--- config.mk ---
export PLATFORM = sky130hd
export DESIGN_NAME = tdc_pulse_gen
export DESIGN_NICKNAME = d
export VERILOG_FILES = /design/src/rtl/tdc_pulse_gen.sv
export SDC_FILE = /design/constraint.sdc
export NUM_CORES = 1
export LEC_CHECK = 0
export CELL_PAD_IN_SITES_DETAIL_PLACEMENT = 1
export CELL_PAD_IN_SITES_GLOBAL_PLACEMENT = 2
export CORE_ASPECT_RATIO = 1.25
export CORE_MARGIN = 3
export CORE_UTILIZATION = 43
export CTS_CLUSTER_SIZE = 24
export DETAILED_ROUTE_END_ITERATION = 10
export HOLD_SLACK_MARGIN = 0.05
export PLACE_DENSITY = 0.86
export SLEW_MARGIN = 0
export SYNTH_ARGS = -nofsm -noshare
export SYNTH_HDL_FRONTEND = slang
export SYNTH_SLANG_ARGS = --single-unit
--- constraint.sdc ---
create_clock -name clk -period 11 [get_ports clk]
set_clock_uncertainty 0.15 [all_clocks]
set_input_delay 1.1 -clock clk [delete_from_list [all_inputs] [get_ports clk]]
set_output_delay 1.1 -clock clk [all_outputs]
set_load 0.02 [all_outputs]
--- src/rtl/tdc_pulse_gen.sv ---
// rtl/tdc_pulse_gen.sv - push-button driven start/stop pulse generator for TDC bench tests
// Two debounced buttons fire shots or bursts and step the delay setting; stops are staggered per channel.
module tdc_pulse_gen #(
    parameter int CHANNELS   = 4,
    parameter int DW         = 16,
    parameter int BASE_DLY   = 10,
    parameter int STEP_DLY   = 5,
    parameter int CH_SPACING = 3,
    parameter int PULSE_W    = 2,
    parameter int NSTEPS     = 8,
    parameter int BURST      = 1,
    parameter int GAP_CYC    = 8,
    parameter int DEB_CYC    = 4
) (
    input  logic                clk,
    input  logic                rst,
    input  logic                sw1,
    input  logic                sw2,
    output logic                teststart,
    output logic [CHANNELS-1:0] teststop,
    output logic [6:0]          led
);
    localparam int IW = (NSTEPS > 1) ? $clog2(NSTEPS) : 1;
    localparam int CW = $clog2(DEB_CYC + 1);
    localparam longint MAX_END = longint'(BASE_DLY) + longint'(NSTEPS - 1) * STEP_DLY
                               + longint'(CHANNELS - 1) * CH_SPACING + PULSE_W;

    if ((MAX_END >> DW) != 0 || (longint'(GAP_CYC) >> DW) != 0) begin : g_dw_too_small
        $error("tdc_pulse_gen: DW too narrow for longest delay plus pulse width");
    end
    if (CHANNELS < 1 || CHANNELS > 8 || BURST < 1 || BURST > 255 || BASE_DLY < 1 ||
        PULSE_W < 1 || GAP_CYC < 1 || NSTEPS < 1 || DEB_CYC < 1) begin : g_bad_param
        $error("tdc_pulse_gen: parameter out of range");
    end

    // Bit 0 is sw1 (fire), bit 1 is sw2 (step); both buttons are active-low.
    logic [1:0]         sync1_q, sync2_q, deb_q, deb_d, press;
    logic [1:0][CW-1:0] cnt_q, cnt_d;

    always_ff @(posedge clk or posedge rst) begin
        if (rst) begin
            sync1_q <= 2'b11;
            sync2_q <= 2'b11;
            deb_q   <= 2'b11;
            cnt_q   <= '0;
        end else begin
            sync1_q <= {sw2, sw1};
            sync2_q <= sync1_q;
            deb_q   <= deb_d;
            cnt_q   <= cnt_d;
        end
    end

    always_comb begin
        deb_d = deb_q;
        cnt_d = '0;
        for (int b = 0; b < 2; b++) begin
            if (sync2_q[b] != deb_q[b]) begin
                if (cnt_q[b] == CW'(DEB_CYC - 1)) deb_d[b] = sync2_q[b];
                else                              cnt_d[b] = cnt_q[b] + 1'b1;
            end
        end
        press = deb_q & ~deb_d;
    end

    typedef enum logic [1:0] {IDLE, RUN, GAP} state_t;

    state_t              state_q, state_d;
    logic [DW-1:0]       t_q, t_d;
    logic [IW-1:0]       idx_q, idx_d, act_q, act_d;
    logic [7:0]          left_q, left_d;
    logic [2:0]          shots_q, shots_d;
    logic                start_d;
    logic [CHANNELS-1:0] stop_d;
    logic [DW-1:0]       base_d, dk, last_t;

    assign last_t = DW'(BASE_DLY) + DW'(act_q) * DW'(STEP_DLY)
                  + DW'((CHANNELS - 1) * CH_SPACING + PULSE_W - 1);

    always_comb begin
        state_d = state_q;
        t_d     = t_q;
        idx_d   = idx_q;
        act_d   = act_q;
        left_d  = left_q;
        shots_d = shots_q;
        if (press[1]) idx_d = (idx_q == IW'(NSTEPS - 1)) ? '0 : idx_q + 1'b1;
        unique case (state_q)
            IDLE: if (press[0]) begin
                state_d = RUN;
                t_d     = '0;
                act_d   = idx_q;
                left_d  = 8'(BURST - 1);
            end
            RUN: if (t_q == last_t) begin
                state_d = GAP;
                t_d     = '0;
                shots_d = shots_q + 1'b1;
            end else begin
                t_d = t_q + 1'b1;
            end
            GAP: if (t_q == DW'(GAP_CYC - 1)) begin
                t_d = '0;
                if (left_q != 8'd0) begin
                    state_d = RUN;
                    act_d   = idx_q;
                    left_d  = left_q - 1'b1;
                end else begin
                    state_d = IDLE;
                end
            end else begin
                t_d = t_q + 1'b1;
            end
            default: state_d = IDLE;
        endcase

        // Outputs are decoded from next-state values so the registered pulses line up with t.
        base_d  = DW'(BASE_DLY) + DW'(act_d) * DW'(STEP_DLY);
        start_d = (state_d == RUN) && (t_d < DW'(PULSE_W));
        stop_d  = '0;
        dk      = '0;
        for (int k = 0; k < CHANNELS; k++) begin
            dk        = base_d + DW'(k * CH_SPACING);
            stop_d[k] = (state_d == RUN) && (t_d >= dk) && (t_d < dk + DW'(PULSE_W));
        end
    end

    always_ff @(posedge clk or posedge rst) begin
        if (rst) begin
            state_q   <= IDLE;
            t_q       <= '0;
            idx_q     <= '0;
            act_q     <= '0;
            left_q    <= '0;
            shots_q   <= '0;
            teststart <= 1'b0;
            teststop  <= '0;
        end else begin
            state_q   <= state_d;
            t_q       <= t_d;
            idx_q     <= idx_d;
            act_q     <= act_d;
            left_q    <= left_d;
            shots_q   <= shots_d;
            teststart <= start_d;
            teststop  <= stop_d;
        end
    end

    assign led = {state_q != IDLE, shots_q, 3'(idx_q)};
endmodule

# Yosys cells after proc, flatten, opt, wreduce, memory -nomap -nowiden
# Index checks and enable logic that the tools add are counted.
word_totals:
  regBits: 52
  inputBits: 4
  wordCells: 96
classes:
  addsub: 16
  multipliers: 2
  magnitude_cmp: 9
  eq_ne: 13
  n_mux: 26
  n_bitwise: 2
  n_reduce_logical: 15
op_table:
  columns: ["cell", "count"]
  rows:
  - ["16-bit by 8-bit greater-or-equal comparator with 1-bit output", 3]
  - ["16-bit by 9-bit < comparator with 1-bit output", 3]
  - ["16-bit two-way mux", 3]
  - ["16-bit case mux with 3 select lines", 1]
  - ["8-bit by 2-bit adder with 9-bit output, second input constant", 3]
  - ["3-bit two-way mux", 8]
  - ["8-bit two-way mux", 3]
  - ["16-bit by 1-bit adder with 16-bit output, second input constant", 1]
  - ["7-bit by 2-bit adder with 8-bit output, second input constant", 2]
  - ["7-bit by 4-bit adder with 8-bit output, second input constant", 2]
  - ["16-bit by 3-bit == test with 1-bit output, second input constant", 1]
  - ["16-bit by 8-bit == test with 1-bit output", 1]
  - ["16-bit by 7-bit greater-or-equal comparator with 1-bit output", 1]
  - ["16-bit by 2-bit < comparator with 1-bit output, second input constant", 1]
  - ["16-bit by 8-bit < comparator with 1-bit output", 1]
  - ["8-bit case mux with 2 select lines", 1]
  - ["4-bit by 6-bit adder with 7-bit output, first input constant", 2]
  - ["3-bit by 1-bit adder with 3-bit output, second input constant", 4]
  - ["3-bit by 3-bit multiplier with 6-bit output, second input constant", 2]
  - ["1-bit logical AND", 9]
  - ["7-bit by 3-bit adder with 8-bit output, second input constant", 1]
  - ["8-bit nonzero test", 1]
  - ["8-bit by 1-bit subtractor with 8-bit output, second input constant", 1]
  - ["3-bit by 2-bit == test with 1-bit output, second input constant", 2]
  - ["other kinds (15)", 26]

# Longest topological paths before layout
logic_depth:
  ltp_word: 13
  mapped_depth: 22

# Worst setup path before layout
# Ideal clock, no wire load.
synth_path:
  path_type: "register to register"
  from: "reg t_q[0]"
  to: "reg teststop[2]"
  setup_ns: 0.068
  arrival_time_ns: 5.047
  slack_ns: 5.734
  path_stages_with_launch: 22
  n_path_buf: 1
  path_cell_list: "dfrtp_1 > ha_1 > nor4b_1 > nand4_1 > nor2_1 > a21oi_2 > mux2i_2 > inv_1 > ha_1 > ha_1 > xnor2_1 > clkbuf_1 > nand3_1 > mux2i_1 > nor2_1 > xnor2_1 > ha_1 > nand2_1 > nor2_1 > a2111oi_0 > o21a_1 > o311a_1"
synth_between:
  elab_chain_len: 9
  word_cells_on_any_way: 21
  classes_between: "add/sub (4); mul (1); order compare (2); eq/ne (3); mux (9); reduce/logical (2)"
synth_rtl:
  columns: ["element", "line_no", "text"]
  rows:
  - ["from (decl)", "69", "logic [DW-1:0] t_q, t_d;"]
  - ["from (signal assigned)", "140", "t_q <= t_d;"]
  - ["16-bit by 3-bit == test with 1-bit output (*)", "102", "GAP: if (t_q == DW'(GAP_CYC - 1)) begin"]
  - ["3-bit two-way mux (*)", "102", null]
  - ["3-bit case mux with 2 select lines (*)", "88", "unique case (state_q)"]
  - ["named net act_d[1]", "70", "logic [IW-1:0] idx_q, idx_d, act_q, act_d;"]
  - ["3-bit by 3-bit multiplier with 6-bit output (*)", "118", "base_d = DW'(BASE_DLY) + DW'(act_d) * DW'(STEP_DLY);"]
  - ["4-bit by 6-bit adder with 7-bit output (*)", "118", null]
  - ["7-bit by 3-bit adder with 8-bit output (*)", "123", "dk = base_d + DW'(k * CH_SPACING);"]
  - ["8-bit by 2-bit adder with 9-bit output / 16-bit by 8-bit greater-or-equal comparator with 1-bit output (equally long branches)", "124", "stop_d[k] = (state_d == RUN) && (t_d >= dk) && (t_d < dk + DW'(PULSE_W));"]
  - ["16-bit by 9-bit < comparator with 1-bit output / 1-bit logical AND (equally long branches)", "124", null]
  - ["1-bit logical AND (*)", "124", null]
  - ["named net stop_d[2]", "74", "logic [CHANNELS-1:0] stop_d;"]
  - ["to (signal assigned)", "146", "teststop <= stop_d;"]
  - ["to (decl)", "20", "output logic [CHANNELS-1:0] teststop,"]
# Mark *: on every way through the listed nets, which the timed path passes. The rest lies on a longest branch.
# A chain may end at the register's enable or synchronous reset.

# Final worst setup path
layout_path:
  from: "reg t_q[1]"
  to: "reg teststop[1]"
layout_between:
  elab_chain_len: 9
  word_cells_on_any_way: 21
  classes_between: "add/sub (4); mul (1); order compare (2); eq/ne (3); mux (9); reduce/logical (2)"
layout_rtl:
  columns: ["element", "line_no"]
  rows:
  - ["16-bit by 3-bit == test with 1-bit output (*)", "102"]
  - ["3-bit two-way mux (*)", "102"]
  - ["3-bit case mux with 2 select lines (*)", "88"]
  - ["named net act_d[1]", "70"]
  - ["3-bit by 3-bit multiplier with 6-bit output (*)", "118"]
  - ["4-bit by 6-bit adder with 7-bit output (*)", "118"]
  - ["7-bit by 2-bit adder with 8-bit output (*)", "123"]
  - ["8-bit by 2-bit adder with 9-bit output / 16-bit by 8-bit greater-or-equal comparator with 1-bit output (equally long branches)", "124"]
  - ["16-bit by 9-bit < comparator with 1-bit output / 1-bit logical AND (equally long branches)", "124"]
  - ["1-bit logical AND (*)", "124"]
  - ["named net stop_d[1]", "74"]
# Marks and branches as above.

==> metrics.md <==
| Metric | Value |
|---|---|
| Drt pass-1 iters | `5` |
| Number of global-route vias before repair | `about 4300` |
| CTS tree | `done` |
| DR WL/cell | `around 18 um` |
| Final Power | `1.17 mW` |
| Post-CTS Hold Buffers | `0` |
| VDD IR max | `about 0.00016 V` |
| # rows | `42` |
| Largest net degree at the start of global routing | `53` |
| Die width | `100 um` |
| Number of diodes | `0` |
| Via/cell ratio | `roughly 5.8` |
| Cts repair resizes | `0` |
| Share of the synthesized area in the top cell type | `0.241` |
| Clk_lat worst skew | `about 300 ps` |
| Gr ovfl total | `0` |
| M1 GR Usage | `0.244` |
| Routed Antenna Nets | `0` |
| Cells after synthesis | `520` |
| Mapped Area | `roughly 0.0048 mm^2` |
| Cts bufs inserted | `5` |
| Leakage power | `~2.4 nW` |
| Worst setup EP type | `register` |
| Hold Crit Class | `reg -> reg` |
| Unrepaired setup endpoints after global routing | `false` |
| FF+latch count, synth | `52` |
| Met2 Use GR | `0.422` |
| Post-DP HPWL | `between 9000 and 10000 um` |
| Yosys Warn Count | `0` |
| GR Util All Layers | `0.217` |
| Maximum Capacitance Violations | `0` |
| Busiest layer in global routing | `met2` |
| Final Cycle Share | `0.568` |
| Endpoints failing setup | `0` |
| Outcome | `completed` |
| WS Path Type | `reg -> reg` |
| Initial antenna violation count | `0` |
| Number of port buffers | `15` |
| Routed WL | `about 12000 um` |
| CTS Buffer Depth | `2` |
| Setup crit start kind | `register` |
| Worst Path Arrival | `6340 ps` |
| Crit path max fanout | `12` |
| Slew HR | `0.227` |
| Async set or reset register ratio after synthesis | `1.00` |
| Synth area leaders | `dfrtp_1 24%, ha_1 22%, xnor2_1 5.3%, dfstp_2 3.3%, nand2_1 3.1%` |
| Nets@finish | `629` |
| # H-tree levels | `2` |
| Max-slew violations | `0` |
| Ports | `16` |
| Grt met3 use | `0.0213` |
| Critical path required time | `11090 ps` |
| Fin Setup TNS | `0 ps` |
| Max Freq | `between 0.15 and 0.2 GHz` |
| Total number of vias | `~3900` |
| Share of cells above drive strength 1 | `0.0793` |
| First-pass GRT wire length | `~21000 um` |
| Routability cong. | `0.831` |
| Min Tclk post-route | `6250 ps` |
| Power per Cell Area | `roughly 220 mW/mm^2` |
| Core area | `about 0.011 mm^2` |
| Area Overhead vs Synth | `9.63%` |
| Number of flops mapped to enable cells by yosys | `0` |
| Post-synth cell types | `68` |
| Worst-Margin Slew | `1150 ps` |
| Die area | `0.0124 mm^2` |
| Remaining DRCs | `0` |
| Setup bufs post-CTS | `0` |
| Mapped Avg Cell Area | `around 9 um^2` |
| Die Ht | `roughly 120 um` |
| Initial drt markers | `81` |
| Most used flip-flop cell after synthesis | `dfrtp_1` |
| CTS sink count | `52` |
| Initial core utilization | `0.445` |
| Fin. Hold Viols | `0` |
| Yosys top cell by area | `dfrtp_1` |
| Sequential area share after synthesis | `0.274` |
| Placed cells | `666` |
| Non-filler cells, final | `~670` |
| CTS Root Cell | `clkbuf_16` |
| Clk slew on worst S/H paths | `70 ps` |
through the flow:
| stage | worst slack, ps | instance area [um^2] | utilization | hold slack, ps |
|---|---|---|---|---|
| 3_3_place_gp | 4980 | 5070 | 0.473 | 197 |
| 6_report | 4750 | 5230 | 0.488 | 211 |
| 5_1_grt | 4050 | 5230 | 0.488 | 213 |
| 2_1_floorplan | 5730 | 4790 | - | 195 |
| 3_5_place_dp | 4770 | 5070 | 0.473 | 200 |
| 4_1_cts | 4690 | 5230 | 0.488 | 212 |
cell usage after synthesis (3+ instances only):
cell type  number
ha_1           82
dfrtp_1        46
nand2_1        39
nor2_1         35
inv_1          34
xnor2_1        29
o21ai_0        26
a21oi_1        25
nor3_1         15
xor2_1         14
nor2b_1        13
nand3_1        11
a21o_1          8
nand2b_1        8
a31oi_1         7
and3_1          6
dfstp_2         6
mux2_2          6
o211ai_1        6
a2111oi_0       5
clkbuf_1        5
nand4_1         5
o21a_1          5
and2_1          4
buf_6           4
nor3b_1         4
nor4_1          4
o21ai_1         4
o311a_1         4
or3_1           4
a211oi_1        3
buf_2           3
nand3b_1        3
o31ai_1         3
flip-flops by register name (all words and copies together) (netlist names):
name       count
state_q        2
idx_q          3
cnt_q          6
sync1_q        2
teststart      1
shots_q        3
t_q           16
left_q         8
sync2_q        2
act_q          3
teststop       4
deb_q          2
routing by layer:
metal	part of all wire	vias up
li1	-	1903
met1	0.41	1948
met2	0.55	35
met4	0.030	0
met5	0	-
met3	0.011	20
worst max-delay path: stages, from the launching register on:
cell       delay (ps)
dfrtp_1           460
ha_1              290
nor4b_1           430
nand4_1           230
nor2_1            250
a21oi_2           170
mux2i_2           690
inv_1             270
ha_1              360
ha_1              340
a31oi_1           110
xnor2_1           500
inv_1             220
nor3_1            350
a31oi_1           210
xor2_1            210
ha_1              200
a2111oi_0         410
o21a_1            190
o311a_1           150
report_power, final:
group / switching (mW) / internal, mW
clock: 0.0746 / 0.0907
sequential: 0.0458 / 0.231
combinational: 0.433 / 0.293
layout by cell type (no fill, tap or decap), types with 3 or more instances in the layout:
cell type and n:
a2111oi_0 5, a211oi_1 3, a21o_1 8, a21oi_1 25
a31oi_1 7, and2_1 4, and3_1 6, buf_4 6
clkbuf_16 5, clkdlybuf4s50_1 15, conb_1 7, dfrtp_1 46
dfstp_2 6, ha_1 82, inv_1 33, mux2_2 6
nand2_1 39, nand2b_1 8, nand3_1 11, nand3b_1 3
nand4_1 5, nor2_1 35, nor2b_1 13, nor3_1 15
nor3b_1 4, nor4_1 4, o211ai_1 6, o21a_1 5
o21ai_0 26, o21ai_1 4, o311a_1 4, or3_1 4
xnor2_1 29, xor2_1 14
worst paths after layout:
check	start	to	slack [ps]	depth (start not counted)
worst max-delay path	t_q[1]	teststop[1]	4750	19
worst min register to register	sync1_q[0]	sync2_q[0]	210	0
max in group asynchronous	rst	shots_q[1]	9060	3
worst max register to register	t_q[1]	teststop[1]	4750	19
worst min-delay path	sync1_q[0]	sync2_q[0]	210	0
min in group asynchronous	rst	t_q[14]	1160	3
cells by family after synthesis:
family | count (synthesis) | synth area share
adder cells (fa/ha/maj) | 84 | 0.224
AND/OR/NAND/NOR | 170 | 0.198
AO/OA/AOI/OAI | 113 | 0.155
multiplexers | 9 | 0.0212
buffers and inverters | 47 | 0.0441
flip-flops | 52 | 0.274
XOR/XNOR | 44 | 0.0837
other | 1 | 0.000786
final cells by class:
| type | instances | area [um^2] |
|---|---|---|
| multi-input combinational | 427 | 3280 |
| clock inverter | 2 | 15.0 |
| inverter | 34 | 128 |
| tap | 132 | 165 |
| timing repair buffer | 21 | 195 |
| clock buffer | 6 | 139 |
| sequential | 52 | 1310 |
| fill | 1295 | 5490 |
Note: power is estimated with default switching activity, not from simulation.
